--- src/rtl/if_fetch_queue_if.sv ---
// IF -> ID fetch-queue bundle: fetch-side inputs, ID-side registered outputs and status.
interface if_fetch_queue_if #(
    parameter int unsigned DEPTH  = 4,
    parameter int unsigned ADDR_W = 32,
    parameter int unsigned INST_W = 32
);
    localparam int unsigned CNT_W = $clog2(DEPTH) + 1;

    logic [5:0]        stall;
    logic              flush;
    logic              if_ce;
    logic [ADDR_W-1:0] if_pc;
    logic [INST_W-1:0] if_inst;
    logic [ADDR_W-1:0] id_pc;
    logic [INST_W-1:0] id_inst;
    logic              id_valid;
    logic              stallreq_if;
    logic [CNT_W-1:0]  fifo_count;
    logic              overflow_err;

    modport master (
        output stall, flush, if_ce, if_pc, if_inst,
        input  id_pc, id_inst, id_valid, stallreq_if, fifo_count, overflow_err
    );

    modport slave (
        input  stall, flush, if_ce, if_pc, if_inst,
        output id_pc, id_inst, id_valid, stallreq_if, fifo_count, overflow_err
    );
endinterface

--- src/rtl/if_fetch_queue.sv ---
// Instruction fetch queue and IF/ID boundary register: buffers {pc, inst} pairs while
// decode stalls and presents one registered instruction per cycle to ID.
module if_fetch_queue #(
    parameter int unsigned DEPTH  = 4,
    parameter int unsigned ADDR_W = 32,
    parameter int unsigned INST_W = 32
) (
    input  logic           clk,
    input  logic           rst,
    if_fetch_queue_if.slave bus
);
    localparam int unsigned PTR_W = $clog2(DEPTH);
    localparam int unsigned CNT_W = PTR_W + 1;

    typedef struct packed {
        logic [ADDR_W-1:0] pc;
        logic [INST_W-1:0] inst;
    } entry_t;

    entry_t            mem [DEPTH];
    logic [PTR_W-1:0]  rd_ptr;
    logic [PTR_W-1:0]  wr_ptr;
    logic [CNT_W-1:0]  count;
    logic [ADDR_W-1:0] id_pc_q;
    logic [INST_W-1:0] id_inst_q;
    logic              id_valid_q;
    logic              overflow_q;

    logic push_req;
    logic id_ready;
    logic empty;
    logic full;
    logic pop;
    logic bypass;
    logic wr_en;
    logic drop;

    // stall[0] and stall[5:3] belong to other pipeline stages
    logic unused_stall;
    assign unused_stall = &{1'b0, bus.stall[5:3], bus.stall[0]};

    // Queue control; push is gated by stall[1] so a held PC is captured only once
    always_comb begin
        push_req = bus.if_ce & ~bus.stall[1] & ~bus.flush;
        id_ready = ~bus.stall[2];
        empty    = (count == '0);
        full     = (count == CNT_W'(DEPTH));
        pop      = id_ready & ~empty;
        bypass   = id_ready & empty & push_req;
        wr_en    = push_req & ~bypass & (~full | pop);
        drop     = push_req & full & ~pop;
    end

    // Storage array carries no reset; validity is tracked by count and pointers
    always_ff @(posedge clk) begin
        if (!rst && wr_en) begin
            mem[wr_ptr] <= '{pc: bus.if_pc, inst: bus.if_inst};
        end
    end

    always_ff @(posedge clk) begin
        if (rst) begin
            rd_ptr     <= '0;
            wr_ptr     <= '0;
            count      <= '0;
            id_pc_q    <= '0;
            id_inst_q  <= '0;
            id_valid_q <= 1'b0;
            overflow_q <= 1'b0;
        end else if (bus.flush) begin
            rd_ptr     <= '0;
            wr_ptr     <= '0;
            count      <= '0;
            id_pc_q    <= '0;
            id_inst_q  <= '0;
            id_valid_q <= 1'b0;
        end else begin
            if (wr_en) begin
                wr_ptr <= wr_ptr + PTR_W'(1);
            end
            if (pop) begin
                rd_ptr <= rd_ptr + PTR_W'(1);
            end
            count <= count + CNT_W'(wr_en) - CNT_W'(pop);
            if (drop) begin
                overflow_q <= 1'b1;
            end
            // ID register: queue head first, then bypass of the live fetch, else bubble
            if (id_ready) begin
                if (pop) begin
                    id_pc_q    <= mem[rd_ptr].pc;
                    id_inst_q  <= mem[rd_ptr].inst;
                    id_valid_q <= 1'b1;
                end else if (bypass) begin
                    id_pc_q    <= bus.if_pc;
                    id_inst_q  <= bus.if_inst;
                    id_valid_q <= 1'b1;
                end else begin
                    id_pc_q    <= '0;
                    id_inst_q  <= '0;
                    id_valid_q <= 1'b0;
                end
            end
        end
    end

    // Stall request raised before the last free slot can be overrun
    assign bus.stallreq_if  = full | ((count == CNT_W'(DEPTH - 1)) & ~id_ready & push_req);
    assign bus.id_pc        = id_pc_q;
    assign bus.id_inst      = id_inst_q;
    assign bus.id_valid     = id_valid_q;
    assign bus.fifo_count   = count;
    assign bus.overflow_err = overflow_q;
endmodule
--- src/flat_wrapper.sv ---
// flat-port wrapper written by rule: the top's interface ports become plain ports
module if_fetch_queue_flat 
#(
    parameter int unsigned DEPTH  = 4,
    parameter int unsigned ADDR_W = 32,
    parameter int unsigned INST_W = 32
)
  (clk, rst, bus_stall, bus_flush, bus_if_ce, bus_if_pc, bus_if_inst, bus_id_pc, bus_id_inst, bus_id_valid, bus_stallreq_if, bus_fifo_count, bus_overflow_err);
  if_fetch_queue_if #(.DEPTH(DEPTH), .ADDR_W(ADDR_W), .INST_W(INST_W)) bus_i ();
  input  logic clk;
  input  logic rst;
  input wire logic [$bits(bus_i.stall)-1:0] bus_stall;
  input wire logic [$bits(bus_i.flush)-1:0] bus_flush;
  input wire logic [$bits(bus_i.if_ce)-1:0] bus_if_ce;
  input wire logic [$bits(bus_i.if_pc)-1:0] bus_if_pc;
  input wire logic [$bits(bus_i.if_inst)-1:0] bus_if_inst;
  output wire logic [$bits(bus_i.id_pc)-1:0] bus_id_pc;
  output wire logic [$bits(bus_i.id_inst)-1:0] bus_id_inst;
  output wire logic [$bits(bus_i.id_valid)-1:0] bus_id_valid;
  output wire logic [$bits(bus_i.stallreq_if)-1:0] bus_stallreq_if;
  output wire logic [$bits(bus_i.fifo_count)-1:0] bus_fifo_count;
  output wire logic [$bits(bus_i.overflow_err)-1:0] bus_overflow_err;
  assign bus_i.stall = bus_stall;
  assign bus_i.flush = bus_flush;
  assign bus_i.if_ce = bus_if_ce;
  assign bus_i.if_pc = bus_if_pc;
  assign bus_i.if_inst = bus_if_inst;
  assign bus_id_pc = bus_i.id_pc;
  assign bus_id_inst = bus_i.id_inst;
  assign bus_id_valid = bus_i.id_valid;
  assign bus_stallreq_if = bus_i.stallreq_if;
  assign bus_fifo_count = bus_i.fifo_count;
  assign bus_overflow_err = bus_i.overflow_err;
  if_fetch_queue #(.DEPTH(DEPTH), .ADDR_W(ADDR_W), .INST_W(INST_W)) u_core (.clk(clk), .rst(rst), .bus(bus_i));
endmodule
--- config.mk ---
export PLATFORM = sky130hd
export DESIGN_NAME = if_fetch_queue_flat
export DESIGN_NICKNAME = d
export VERILOG_FILES = /design/src/rtl/if_fetch_queue_if.sv /design/src/rtl/if_fetch_queue.sv /design/src/flat_wrapper.sv
export SDC_FILE = /design/constraint.sdc
export NUM_CORES = 1
export LEC_CHECK = 0
export ABC_AREA = 1
export CORE_MARGIN = 8
export CORE_UTILIZATION = 45
export DETAILED_ROUTE_END_ITERATION = 8
export PLACE_DENSITY = 0.77
export SKIP_LAST_GASP = 1
export SLEW_MARGIN = 20
export SYNTH_ARGS = -nofsm -noshare
export SYNTH_HDL_FRONTEND = slang
export SYNTH_SLANG_ARGS = --single-unit
--- constraint.sdc ---
create_clock -name clk -period 9.05 [get_ports clk]
set_input_delay 1.81 -clock clk [delete_from_list [all_inputs] [get_ports clk]]
set_output_delay 1.81 -clock clk [all_outputs]
set_load 0.01 [all_outputs]
==> flow_summary_export.csv, run 1 <==
group,metric,value,unit
worst_hold_path,hp-start,"u_core.bus.overflow_err",
worst_setup_path,rr_endpoint,"u_core.bus.id_inst[7]",
placed_design,place_hpwl,16220,um
global_routing,grt_antenna_before_repair,2,
worst_setup_path,critPathRequiredTime,7.24,ns
yosys,synth_cell_types,23,
worst_setup_path,end_kind,"output pin",
layout,drive_above_1_share,0.05647,
worst_setup_path,crit_type,"in2out",
routing,wirelength,30220,um
die,core-area,0.02948,sq mm
outcome,status,"complete, no violations",
clock_tree,root_buffer,"clkbuf_16",
clock_tree,clk_path_buf_depth,3,
routing,wl_per_cell,16.41,um
routing,viasPerCell,5.044,
yosys,synth_area,0.01340,sq mm
clock_tree,cts_tree,"yes",
worst_setup_path,worstSetupStartpoint,"bus_if_ce",
layout,postLayoutCellArea,0.01620,sq mm
layout,diodes,0,
layout,area_growth,20.83,%
timing,setup_viol,0,
layout,layout_commonest_cell,"nand2_1",
clock_tree,h-tree-depth,2,
worst_setup_path,rrSetupSlack,6.56,ns
die,ios,144,
placed_design,gp_congestion,0.7193,
routing,ant_nets,0,
worst_hold_path,hp-class,"reg2reg",
yosys,synth_cells,1307,
power_and_ir_drop,p_int,2.535,mW
power_and_ir_drop,pwr-share-seq,0.519,
timing,hold_viol,0,
flow_run,maxCapViolCount,0,
clock_tree,clk_transition_reported_paths,0.05,ns
worst_setup_path,worst_setup_path_start_kind,"input pin",
global_routing,grt-ovfl-total,0,
power_and_ir_drop,p_sw_frac,0.2071,
yosys,synthesis.nets,1387,
global_routing,grt_pass1_vias,9265,
timing,holdWs,0.4768,ns
placed_design,io_buffers,139,
layout,layout_common_cells,"nand2_1 (392), nand3_1 (260), edfxtp_1 (256)",
power_and_ir_drop,p_comb_frac,0.053,
clock_tree,clock_sinks,331,
worst_setup_path,crit_fanout,4,
yosys,avgSynthCellArea,10.26,sq um
layout,finish.net_count,1505,
die,dieArea,0.03557,sq mm
power_and_ir_drop,p_clk_frac,0.429,
die,rows,63,
timing,max_slew_margin,0.3916,
power_and_ir_drop,pwr_density_cell,197.4,mW/mm^2
global_routing,grt_max_degree,75,
clock_tree,cts_setup_buffers,0,
timing,post-route-period-util,0.5631,
timing,slew_violations,0,
timing,min_period,5.096,ns
clock_tree,clock_latency,0.51,ns
routing,first_pass_iters,5,
yosys,ys_seq_area_frac,0.6855,
layout,multiInputGateArea,0.003558,sq mm
layout,nFillCells,2515,
routing,route.detailed.drc,0,
yosys,yosys_register_bits,331,
clock_tree,cts-buffers-inserted,35,
worst_setup_path,arrival,3.29,ns
power_and_ir_drop,power.switching,662.1,uW
clock_tree,ctsResizeCount,0,
placed_design,placed_area,0.01505,sq mm
timing,tightest_slew,0.9126,ns
worst_setup_path,worstRegToRegCells,8,
timing,fin_tns_setup,0,ns
power_and_ir_drop,ir_worst_vdd,0.0001123,V
timing,rsz0062_at_grt,"false",
routing,vias,9291,
timing,timing.fmax,196.2,MHz
clock_tree,cts_hold_buf,0,
global_routing,grtUsageTotal,0.1674,
timing,fin_skew,0.01712,ns
global_routing,grt_first_pass_wirelength,48280,um
power_and_ir_drop,power.leakage,6.299,nW
routing,drtIter0Drc,683,
worst_setup_path,crit_end,"bus_stallreq_if",
die,die_h,188.6,um
yosys,ys_warn_count,0,
die,start_util,0.4547,
layout,final-seq-area,0.009194,sq mm
die,die_x,188.6,um
## worst max-delay path, stage by stage
cell             delay, ns
clkdlybuf4s50_1       0.45
inv_1                 0.03
nor2_1                0.08
nand2_1               0.18
o2bb2ai_1             0.18
clkdlybuf4s50_1       0.56
## power groups by stage
stage / sequential, mW / combinational [mW] / clock [mW]
floorplan: 1.69 / 0.0765 / 0
global placement: 1.69 / 0.165 / 0
detailed placement: 1.69 / 0.169 / 0
CTS: 1.66 / 0.170 / 1.40
global route: 1.66 / 0.188 / 1.46
finish: 1.66 / 0.168 / 1.37
## Yosys cell counts (all sizes together)
cell type | n | area (sq um)
a21oi | 5 | 25.02
buf | 60 | 322.8
clkbuf | 14 | 52.55
dfxtp | 75 | 1501
edfxtp | 256 | 7687
fa | 1 | 20.02
ha | 5 | 62.56
inv | 81 | 304.0
nand2 | 393 | 1475
nand3 | 261 | 1311
nor2 | 145 | 570.6
nor3 | 2 | 10.01
nor3b | 4 | 30.03
o21a | 1 | 7.510
o21ai | 3 | 15.01
o2bb2ai | 1 | 8.760
## state kept, by name (all words and copies together) (netlist names), named ones only
| name | cells |
|---|---|
| u_core.bus.id_pc | 32 |
| u_core.wr_ptr | 2 |
| u_core.bus.overflow_err | 1 |
| u_core.bus.fifo_count | 3 |
| u_core.rd_ptr | 2 |
| u_core.bus.id_valid | 1 |
| u_core.mem | 256 |
| u_core.bus.id_inst | 32 |
## worst min path at each step
stage / end / slack (ns) / cells after the start
6_report: u_core.bus.overflow_err / 0.48 / 2
5_1_grt: u_core.rd_ptr[0] / 0.51 / 1
4_1_cts: register / 0.47 / 2
3_5_place_dp: register / 0.46 / 2
2_1_floorplan: register / 0.44 / 2
3_3_place_gp: register / 0.45 / 2
## logic make-up (layout without fill, tap and decap cells)
group,count (synthesis),after routing,share of synthesized area
AO/OA/AOI/OAI,10,10,0.004200
adder cells (fa/ha/maj),6,6,0.006161
buffers and inverters,155,300,0.05069
AND/OR/NAND/NOR,805,805,0.2534
flip-flops,331,331,0.6855
## per-stage QoR
step,power [mW],util,worst slack (ns),cells
after CTS,3.230,0.5487,3.936,1841
final,3.198,0.5494,3.954,1842
after global routing,3.310,0.5494,3.845,1842
after detailed placement,1.859,0.5106,3.932,1777
after global placement,1.855,0.5106,3.918,1777
after floorplan,1.771,-,1.372,1307
## cell type report
cell class / instances / share of cell area
Inverter: 81 / 0.01908
Multi-Input combinational cell: 821 / 0.2197
Clock buffer: 51 / 0.06280
Clock inverter: 13 / 0.006566
Timing Repair Buffer: 155 / 0.09409
Tap cell: 390 / 0.03013
Sequential cell: 331 / 0.5676
## layer usage
| layer | GRT usage | wire [um] |
|---|---|---|
| met5 | 0 | 23 |
| met4 | 0.04841 | 504 |
| met3 | 0.03789 | 1829 |
| met2 | 0.2832 | 14800 |
| met1 | 0.2125 | 13060 |
(Power assumes the default switching activity.)
==> run 2, diff against run 1 <==
--- a/config.mk
+++ b/config.mk
@@ -9,7 +9,7 @@
 export CORE_MARGIN = 8
 export CORE_UTILIZATION = 45
 export DETAILED_ROUTE_END_ITERATION = 8
-export PLACE_DENSITY = 0.77
+export PLACE_DENSITY = 0.79
 export SKIP_LAST_GASP = 1
 export SLEW_MARGIN = 20
 export SYNTH_ARGS = -nofsm -noshare
==> constraint.sdc (replaced) <==
create_clock -name clk -period 4.2 [get_ports clk]
set_input_delay 0.84 -clock clk [delete_from_list [all_inputs] [get_ports clk]]
set_output_delay 0.84 -clock clk [all_outputs]
set_load 0.01 [all_outputs]
==> flow_summary_export.csv, run 2 (same netlist as run 1, synthesis figures left out) <==
group,metric,value,unit
global_routing,grtUsageTotal,0.1690,
layout,finish.utilization,0.5536,
global_routing,grt_max_degree,97,
clock_tree,ctsResizeCount,0,
worst_setup_path,crit_type,"in2out",
clock_tree,clock_sinks,331,
clock_tree,h-tree-depth,2,
worst_setup_path,rrSetupSlack,1.72,ns
clock_tree,clock_latency,0.49,ns
worst_setup_path,end_kind,"output pin",
die,core-area,0.02948,sq mm
routing,wirelength,30650,um
layout,final-seq-area,0.009194,sq mm
clock_tree,cts-buffers-inserted,35,
placed_design,placed_area,0.01519,sq mm
global_routing,grt-ovfl-total,0,
timing,setup_viol,0,
timing,max_slew_margin,0.3301,
clock_tree,clk_transition_reported_paths,0.05,ns
routing,ant_nets,0,
placed_design,gp_congestion,0.7242,
flow_run,maxCapViolCount,0,
die,rows,63,
placed_design,place_hpwl,17090,um
clock_tree,clk_path_buf_depth,3,
layout,area_growth,21.77,%
layout,postLayoutCellArea,0.01632,sq mm
worst_hold_path,hp-class,"reg2reg",
die,die_x,188.6,um
clock_tree,cts_hold_buf,0,
routing,viasPerCell,5.128,
timing,tightest_slew,1.005,ns
worst_setup_path,critPathRequiredTime,3.36,ns
outcome,status,"complete, no violations",
routing,first_pass_iters,5,
timing,rsz0062_at_grt,"false",
layout,layout_common_cells,"nand2_1 (392), nand3_1 (260), edfxtp_1 (256)",
clock_tree,root_buffer,"clkbuf_16",
worst_setup_path,worst_setup_path_start_kind,"input pin",
layout,multiInputGateArea,0.003583,sq mm
timing,post-route-period-util,0.7584,
power_and_ir_drop,pwr_density_cell,423.5,mW/mm^2
clock_tree,cts_tree,"yes",
die,ios,144,
worst_setup_path,crit_top_cell,"clkdlybuf4s50_1",
worst_setup_path,path_buf_inv,3,
timing,slew_violations,0,
timing,hold_viol,0,
worst_setup_path,cp_slowest_cell,"clkdlybuf4s50_1",
worst_setup_path,critPathTopFamily,"buffers and inverters",
power_and_ir_drop,power.leakage,6.365,nW
routing,route.detailed.drc,0,
layout,drive_above_1_share,0.05850,
die,die_h,188.6,um
global_routing,grt_antenna_before_repair,3,
timing,fin_skew,0.01112,ns
worst_setup_path,cp_cell_sequence,"clkdlybuf4s50_1 -> inv_1 -> nor2_1 -> nand2_1 -> o2bb2ai_1 -> clkdlybuf4s50_1",
worst_setup_path,arrival,2.35,ns
layout,nFillCells,2425,
routing,drtIter0Drc,691,
die,dieArea,0.03557,sq mm
power_and_ir_drop,ir_worst_vdd,0.0003462,V
layout,finish.net_count,1507,
layout,top_register,"u_core.mem",
worst_setup_path,max_stage_delay,0.56,ns
layout,layout_commonest_cell,"nand2_1",
die,start_util,0.4547,
global_routing,grt_pass1_vias,9519,
routing,wl_per_cell,16.62,um
clock_tree,cts_setup_buffers,0,
global_routing,grt_first_pass_wirelength,48850,um
routing,vias,9456,
timing,min_period,3.185,ns
placed_design,io_buffers,139,
layout,largest_register_ffs,256,
worst_setup_path,crit_fanout,4,
timing,timing.fmax,313.9,MHz
[run 2: cell count changes in the layout (fill, tap and decap cells not counted), sizes merged]
cell	delta
buf	+2
clkinv	-2
clkbuf	+1
diode	+1
[run 2: per-layer routing]
| metal | global-route usage | part of all wire | up-vias | wire length (um) |
|---|---|---|---|---|
| met5 | 0 | 0.00088 | - | 27 |
| met4 | 0.05923 | 0.024 | 4 | 743 |
| met3 | 0.03105 | 0.062 | 64 | 1910 |
| met2 | 0.2965 | 0.50 | 306 | 15460 |
| met1 | 0.2058 | 0.41 | 4492 | 12510 |
| li1 | - | - | 4590 | - |
[run 2: per-stage QoR]
step           setup TNS, ns  setup WS, ns  hold slack (ns)  total power, mW  cells
6_report                   0         1.015           0.4625            6.913   1844
5_1_grt                    0        0.9097           0.4818            7.151   1844
4_1_cts                    0        0.9927           0.4693            6.975   1843
3_5_place_dp               0        0.7289           0.4609            4.014   1780
3_3_place_gp               0        0.8044           0.4482            4.002   1780
2_1_floorplan         -77.30       -0.3020           0.4435            3.816   1307
[run 2: final cells by class]
cell class	instances	area share
antenna	1	0.0001533
clock buffer	52	0.06386
clock inverter	11	0.005289
inverter	81	0.01909
tap	390	0.02990
timing repair buffer	157	0.09889
sequential	331	0.5633
multi-input combinational	821	0.2195
[run 2: worst register-to-register path, stage by stage, from the launching register on]
cell and delay, ns:
dfxtp_1 0.50, nor2_4 0.09, nand3_2 0.14, nand3_1 0.47, nor3b_4 0.41, buf_4 0.48
[run 2: report_power, final]
group          switching [mW]  internal [mW]  leakage, nW  total [mW]
logic                   0.213          0.160         2.89       0.373
clock network            1.19           1.78        0.557        2.97
registers              0.0152           3.55         2.92        3.57
[run 2: final timing paths]
kind                                 start           endpoint  cells past startpoint
setup / recovery                 bus_if_ce    bus_stallreq_if                      6
hold / removal            u_core.rd_ptr[1]           register                      2
setup reg to reg  u_core.bus.fifo_count[1]  u_core.mem[2][61]                      5
hold reg to reg           u_core.rd_ptr[1]           register                      2
==> run 3, diff against run 2 <==
==> constraint.sdc (replaced) <==
create_clock -name clk -period 2.6 [get_ports clk]
set_input_delay 0.52 -clock clk [delete_from_list [all_inputs] [get_ports clk]]
set_output_delay 0.52 -clock clk [all_outputs]
set_load 0.01 [all_outputs]
==> flow_summary_export.csv, run 3 (same netlist as run 1, synthesis figures left out) <==
group,metric,value,unit
die,ios,144,
global_routing,grt_pass1_vias,9385,
clock_tree,clk_path_buf_depth,3,
timing,fin_skew,0.01817,ns
layout,largest_register_ffs,256,
timing,setup_viol,0,
worst_hold_path,hp-class,"reg2reg",
timing,post-route-period-util,0.8236,
clock_tree,cts_tree,"yes",
power_and_ir_drop,pwr_density_cell,666.5,mW/mm^2
clock_tree,ctsResizeCount,0,
timing,timing.fmax,467.0,MHz
clock_tree,cts_hold_buf,0,
placed_design,placed_cells,1794,
clock_tree,root_buffer,"clkbuf_16",
layout,fin_cells,1855,
worst_setup_path,crit_type,"in2out",
clock_tree,clock_latency,0.50,ns
global_routing,grt_first_pass_wirelength,48650,um
global_routing,grtUsageTotal,0.1666,
layout,layout_common_cells,"nand2_1 (391), nand3_1 (259), edfxtp_1 (256)",
timing,rsz0062_at_grt,"false",
worst_setup_path,crit_fanout,3,
layout,finish.net_count,1520,
die,core-area,0.02948,sq mm
timing,hold_viol,0,
clock_tree,clk_transition_reported_paths,0.06,ns
worst_setup_path,cp_slowest_cell,"clkdlybuf4s50_1",
global_routing,grt_antenna_before_repair,0,
placed_design,placed_area,0.01545,sq mm
worst_setup_path,critPathTopFamily,"buffers and inverters",
timing,holdWs,0.4785,ns
worst_setup_path,critPathRequiredTime,2.08,ns
die,rows,63,
routing,wl_per_cell,16.55,um
power_and_ir_drop,power.leakage,6.457,nW
worst_setup_path,cp_cell_sequence,"clkdlybuf4s50_1 -> inv_8 -> nor2_4 -> nand2_4 -> o2bb2ai_1 -> dlymetal6s2s_1",
die,die_x,188.6,um
timing,max_slew_margin,0.5997,
clock_tree,cts_setup_buffers,0,
die,start_util,0.4547,
timing,min_period,2.141,ns
layout,top_register,"u_core.mem",
worst_setup_path,max_stage_delay,0.56,ns
outcome,status,"complete, no violations",
placed_design,io_buffers,139,
worst_setup_path,end_kind,"output pin",
clock_tree,clock_sinks,331,
global_routing,grt-ovfl-total,0,
placed_design,gp_congestion,0.7395,
layout,nFillCells,2424,
worst_setup_path,path_buf_inv,3,
global_routing,grt_max_degree,129,
layout,diodes,0,
timing,worst_slack,0.4588,ns
layout,postLayoutCellArea,0.01652,sq mm
routing,route.detailed.drc,0,
placed_design,place_hpwl,18210,um
routing,first_pass_iters,7,
power_and_ir_drop,ir_worst_vdd,0.0004034,V
layout,drive_above_1_share,0.06621,
flow_run,maxCapViolCount,0,
worst_setup_path,arrival,1.62,ns
worst_setup_path,worst_setup_path_start_kind,"input pin",
routing,vias,9642,
layout,finish.utilization,0.5605,
timing,slew_violations,0,
routing,viasPerCell,5.198,
layout,area_growth,23.28,%
timing,tightest_slew,0.6005,ns
routing,wirelength,30700,um
layout,layout_commonest_cell,"nand2_1",
worst_setup_path,rrSetupSlack,0.61,ns
placed_design,pre_cts_slack,0.02547,ns
clock_tree,h-tree-depth,2,
routing,drtIter0Drc,771,
die,dieArea,0.03557,sq mm
routing,ant_nets,0,
die,die_h,188.6,um
clock_tree,cts-buffers-inserted,34,
run 3: changes by cell type in the layout (fill, tap and decap cells not counted), moves of 2 or more:
cell,delta
clkbuf_8,-4
buf_4,+4
clkinv_2,-2
buf_12,+10
inv_1,-2
clkbuf_1,+5
inv_2,+2
run 3: final cells by class:
type / count / area, sq um / area share
multi-input combinational: 821 / 3611 / 0.2185
inverter: 81 / 316.6 / 0.01916
sequential: 331 / 9195 / 0.5564
clock buffer: 53 / 1006 / 0.06088
clock inverter: 8 / 61.31 / 0.003710
timing repair buffer: 171 / 1847 / 0.1118
tap: 390 / 488.0 / 0.02953
run 3: per-layer routing:
| layer | part of all wire | vias up | GRT usage |
|---|---|---|---|
| met5 | 0 | - | 0 |
| met4 | 0.018 | 0 | 0.04931 |
| met3 | 0.074 | 39 | 0.03383 |
| met2 | 0.49 | 346 | 0.2825 |
| met1 | 0.42 | 4636 | 0.2131 |
| li1 | - | 4621 | - |
run 3: worst min-delay path, cell delays in order (launching register included):
cell and delay [ns]:
dfxtp_1 0.31, inv_1 0.06, a21oi_1 0.06
run 3: worst paths after layout:
kind                                   end  depth (start not counted)                     start
setup / recovery           bus_stallreq_if                          6                 bus_if_ce
hold / removal            u_core.rd_ptr[1]                          2          u_core.rd_ptr[1]
setup reg to reg  u_core.bus.fifo_count[2]                          9  u_core.bus.fifo_count[2]
hold reg to reg           u_core.rd_ptr[1]                          2          u_core.rd_ptr[1]
run 3: per-stage QoR:
step                setup TNS, ns  power, mW
global placement                0      6.490
global route                    0      11.36
detailed placement              0      6.509
CTS                             0      11.10
floorplan                 -122.68      6.170
finish                          0      11.01
run 3: power breakdown:
part / total [mW] / internal, mW / switching, mW
Sequential: 5.77 / 5.74 / 0.0251
Combinational: 0.629 / 0.271 / 0.357
Clock: 4.62 / 2.76 / 1.86
